--- src/rtl/bin2bcd_seq.sv ---
// Sequential binary-to-BCD converter (double dabble, one bit per clock).
// Digit and overflow outputs are registered and only change on the done edge.
module bin2bcd_seq #(
  parameter int unsigned W = 14
) (
  input  logic         clk,
  input  logic         rst,
  input  logic         start_i,
  input  logic [W-1:0] bin_i,
  output logic         busy_o,
  output logic         done_o,
  output logic         ovf_o,
  output logic [3:0]   bcd3_o,
  output logic [3:0]   bcd2_o,
  output logic [3:0]   bcd1_o,
  output logic [3:0]   bcd0_o
);

  localparam int unsigned CW = $clog2(W + 1);

  typedef enum logic [0:0] {
    StIdle,
    StShift
  } state_e;

  state_e         r_state;
  logic [W-1:0]   r_bin;
  logic [15:0]    r_scr;
  logic [CW-1:0]  r_cnt;
  logic           r_ovf_pend;
  logic           r_busy;
  logic           r_done;
  logic           r_ovf;
  logic [3:0]     r_bcd3;
  logic [3:0]     r_bcd2;
  logic [3:0]     r_bcd1;
  logic [3:0]     r_bcd0;

  logic [15:0]    w_adj;
  logic [15:0]    w_scr_next;
  logic           w_last;

  // Add-3 per nibble is confined to the nibble; no carry into the next digit.
  always_comb begin
    w_adj = r_scr;
    for (int i = 0; i < 4; i++) begin
      if (r_scr[4*i +: 4] >= 4'd5) begin
        w_adj[4*i +: 4] = r_scr[4*i +: 4] + 4'd3;
      end
    end
  end

  assign w_scr_next = {w_adj[14:0], r_bin[W-1]};
  assign w_last     = (r_cnt == CW'(1));

  always_ff @(posedge clk or negedge rst) begin
    if (!rst) begin
      r_state    <= StIdle;
      r_bin      <= '0;
      r_scr      <= '0;
      r_cnt      <= '0;
      r_ovf_pend <= 1'b0;
      r_busy     <= 1'b0;
      r_done     <= 1'b0;
      r_ovf      <= 1'b0;
      r_bcd3     <= '0;
      r_bcd2     <= '0;
      r_bcd1     <= '0;
      r_bcd0     <= '0;
    end else begin
      r_done <= 1'b0;
      unique case (r_state)
        StIdle: begin
          if (start_i) begin
            r_state    <= StShift;
            r_bin      <= bin_i;
            r_scr      <= '0;
            r_cnt      <= CW'(W);
            r_ovf_pend <= (32'(bin_i) > 32'd9999);
            r_busy     <= 1'b1;
          end
        end
        StShift: begin
          r_scr <= w_scr_next;
          r_bin <= r_bin << 1;
          r_cnt <= r_cnt - CW'(1);
          if (w_last) begin
            r_state <= StIdle;
            r_busy  <= 1'b0;
            r_done  <= 1'b1;
            r_ovf   <= r_ovf_pend;
            // Saturate so the display shows 9999 rather than wrapped digits.
            if (r_ovf_pend) begin
              r_bcd3 <= 4'd9;
              r_bcd2 <= 4'd9;
              r_bcd1 <= 4'd9;
              r_bcd0 <= 4'd9;
            end else begin
              r_bcd3 <= w_scr_next[15:12];
              r_bcd2 <= w_scr_next[11:8];
              r_bcd1 <= w_scr_next[7:4];
              r_bcd0 <= w_scr_next[3:0];
            end
          end
        end
        default: r_state <= StIdle;
      endcase
    end
  end

  assign busy_o = r_busy;
  assign done_o = r_done;
  assign ovf_o  = r_ovf;
  assign bcd3_o = r_bcd3;
  assign bcd2_o = r_bcd2;
  assign bcd1_o = r_bcd1;
  assign bcd0_o = r_bcd0;

endmodule

--- config.mk ---
export PLATFORM = sky130hd
export DESIGN_NAME = bin2bcd_seq
export DESIGN_NICKNAME = d
export VERILOG_FILES = /design/src/rtl/bin2bcd_seq.sv
export SDC_FILE = /design/constraint.sdc
export NUM_CORES = 1
export LEC_CHECK = 0
export BUFFER_PORTS_ARGS = -buffer_cell sky130_fd_sc_hd__buf_2
export CAP_MARGIN = 25
export CORE_MARGIN = 1.5
export CORE_UTILIZATION = 35
export DETAILED_ROUTE_END_ITERATION = 7
export PLACE_DENSITY = 0.56
export SLEW_MARGIN = 10
export SYNTH_ARGS = -nofsm -noshare
export SYNTH_HDL_FRONTEND = slang
export SYNTH_SLANG_ARGS = --single-unit
export TNS_END_PERCENT = 1
--- constraint.sdc ---
create_clock -name clk -period 1.8 [get_ports clk]
set_input_delay 0.36 -clock clk [delete_from_list [all_inputs] [get_ports clk]]
set_output_delay 0.36 -clock clk [all_outputs]
set_load 0.005 [all_outputs]
==> metrics.csv <==
stage,metric,value,unit
clock_network,cts_buffer_depth,2,
synth,synth_cells,249,
clock_network,cts-root-buf,clkbuf_8,
finish,n_antenna_cell,0,
worst_setup_path,cp_max_fo,14,
worst_setup_path,end_kind,register,
finish,fin_cells,382,
timing,finalSetupViolCount,0,
run,cap_violations,0,
placement,numPortBuffers,35,
outcome,status,"finished, final reports clean",
clock_network,post_cts_buffers,0,
clock_network,cts_hold_buf,0,
clock_network,ctsResizeCount,0,
timing,finClkSkew,13.1,ps
worst_setup_path,r2r_cells,5,
clock_network,cts_sinks,55,
worst_setup_path,crit_end,bcd3_o[0],
synth,synth_nets,276,
clock_network,htreeDepth,2,
synth,ys_top_cells_by_area,"dfrtp_1, mux2i_1, ha_1, o21ai_0, a21oi_1",
die,core-area,0.00733,mm^2
pwr,p_clk_share,14.0,%
global_route,busiest_layer,met2,
synth,yosys_most_used_dff,dfrtp_1,
worst_setup_path,r2r_start,r_cnt[1],
detailed_routing,drt_pass1_iterations,4,
timing,rsz0062_at_grt,false,
finish,fill_cells,727,
clock_network,cts_tree,done,
worst_setup_path,r2r_slack,230,ps
timing,setup_tns,0,ps
pwr,sequentialPowerShare,43.2,%
worst_setup_path,worstPathArrival,1750,ps
worst_setup_path,path_cells,"inv_1, ha_1, nand4bb_4, nor2_4, a21oi_1",
pwr,p_leak,0.00149,uW
synth,synth_top_area_share,51.4,%
placement,gp_congestion,0.716,
worst_setup_path,crit_start,r_cnt[1],
synth,synth-async-reset-ratio,100,%
synth,yosysTopAreaCell,dfrtp_1,
global_route,antenna_found_initial,0,
timing,worst_pin_slew,501,ps
worst_setup_path,cp_num_buf_inv,1,
global_route,grtUsageMet1,20.5,%
worst_hold_path,hold_class,input port to asynchronous set/reset pin,
pwr,max-vdd-ir-drop,0.000580,V
finish,final_cell_mix,"dfrtp_1, buf_2, mux2i_1",
timing,layout_setup_ws,235,ps
synth,ys_seq_elements,55,
finish,final_util,41.6,%
detailed_routing,route.vias.total,1843,
timing,fmax,639,MHz
finish,sequential_cell_area,0.00138,mm^2
finish,final_common_cell,dfrtp_1,
synth,ys_warn_count,0,
detailed_routing,ant_nets,0,
die,die_w,90.4,um
finish,drive_gt1_share,19.4,%
global_route,grtUsageMet2,21.5,%
synth,synth_edf_count,0,
pwr,p_int,3180,uW
pwr,p_switching,1920,uW
die,die_area,0.00818,mm^2
global_route,grt_overflow,0,
placement,post-place-ws,255,ps
timing,slew-limit-headroom,66.6,%
finish,fin_nets,309,
finish,multiInputGateArea,0.00117,mm^2
pwr,p_per_area,1670,mW/mm^2
die,rows,31,
timing,slew_viol_final,0,
die,fp.dieH,90.4,um
detailed_routing,vias_per_cell,4.82,
worst_setup_path,worstSetupPathType,register to register,
worst_setup_path,worstSetupStartpointType,register,
timing,period_share,86.9,%
die,io_pins,36,
synth,avgSynthCellArea,10.7,um^2
die,start_util,36.5,%
global_route,grt_use_met3,2.78,%
worst_setup_path,required,1990,ps
clock_network,cts_made_buffers,5,
synth,synth_seq_area_share,51.4,%
synth,synth_area,0.00268,mm^2
detailed_routing,drc,0,
pwr,sw_frac_of_total,37.7,%
worst_setup_path,r2r-end,bcd3_o[0],
worst_setup_path,slowest_stage,dfrtp_1,
clock_network,clk_pin_slew_worst_paths,100,ps
worst_setup_path,crit_family,simple AND/OR/NAND/NOR gates,
detailed_routing,drt_iter0_drc,70,
placement,hpwl,3690,um
placement,dpl.cell_count,374,
pwr,pwr-share-comb,42.8,%
timing,layout_min_cycle_time,1570,ps
global_route,grt_max_degree,46,
synth,synthDistinctLibCells,27,
timing,hold_slack,4.21,ps
timing,hold_viol,0,
worst_setup_path,critical_path_depth,5,
clock_network,clock_latency,310,ps
detailed_routing,drt_wl_total,5340,um
global_route,grt_pass1_wl,9340,um
detailed_routing,wl_per_cell,14.0,um
finish,synthToLayoutAreaGrowth,13.9,%
worst_setup_path,max_stage_delay,420,ps
global_route,grtUsageTotal,14.3,%
global_route,first_global_vias,1875,
==> routing by layer <==
layer,wire [um],vias up
met2,2340,31
met3,162,8
met5,0,-
met4,65,0
li1,-,922
met1,2780,882
==> power by group through the flow <==
stage	clock, uW	sequential [uW]	combinational, uW
after CTS	733	2210	2230
after floorplan	0	2150	1660
after global routing	788	2290	2500
final	715	2200	2180
after global placement	0	2230	2160
after detailed placement	0	2230	2220
==> synth_stat cells, types with 9 or more instances <==
cell type / number
inv_1: 12
dfrtp_1: 55
a21o_1: 9
ha_1: 10
nor3_1: 9
a21oi_1: 18
nor3b_1: 11
nor2_1: 11
nand2_1: 18
nand2b_1: 12
mux2i_1: 25
o21ai_0: 19
==> flip-flops by register name, summed over array words and instances (netlist names) <==
name and flops:
r_bin 14, busy_o 1, ovf_o 1, done_o 1
r_scr 16, bcd3_o 4, bcd2_o 4, bcd0_o 4
r_cnt 4, bcd1_o 4, r_state 1, r_ovf_pend 1
==> logic make-up (layout without fill, tap and decap cells) <==
group | Yosys count | in the layout | share of synthesized area (%)
AOI/OAI and AO/OA | 60 | 60 | 13.9
xor gates and xnor gates | 6 | 6 | 1.96
adders and majority gates | 10 | 10 | 4.68
buffers and inverters | 27 | 61 | 4.86
DFF | 55 | 55 | 51.4
muxes | 25 | 25 | 9.35
and+or+nand+nor | 66 | 66 | 13.8
==> per-stage QoR <==
stage	area (um^2)	power [uW]
finish	3050	5100
global route	3050	5580
CTS	3050	5170
detailed placement	2960	4450
global placement	2960	4390
floorplan	2680	3800
==> worst min path at each step <==
| stage | start | end | slack (ps) | depth (start not counted) |
|---|---|---|---|---|
| final | rst | r_bin[2] | 4 | 1 |
| after global routing | rst | busy_o | 20 | 1 |
| after CTS | rst | r_bin[1] | 20 | 1 |
| after detailed placement | rst | r_scr[8] | 360 | 1 |
| after global placement | rst | r_scr[8] | 350 | 1 |
| after floorplan | rst | bcd0_o[0] | 60 | 0 |
==> final cells by class <==
type / instances / area share, %
Sequential cell: 55 / 45.2
Inverter: 13 / 1.60
Clock buffer: 7 / 2.83
Timing Repair Buffer: 40 / 7.80
Multi-Input combinational cell: 167 / 38.3
Clock inverter: 1 / 0.164
Tap cell: 99 / 4.06
No activity file was read; power rests on OpenSTA's default activity.
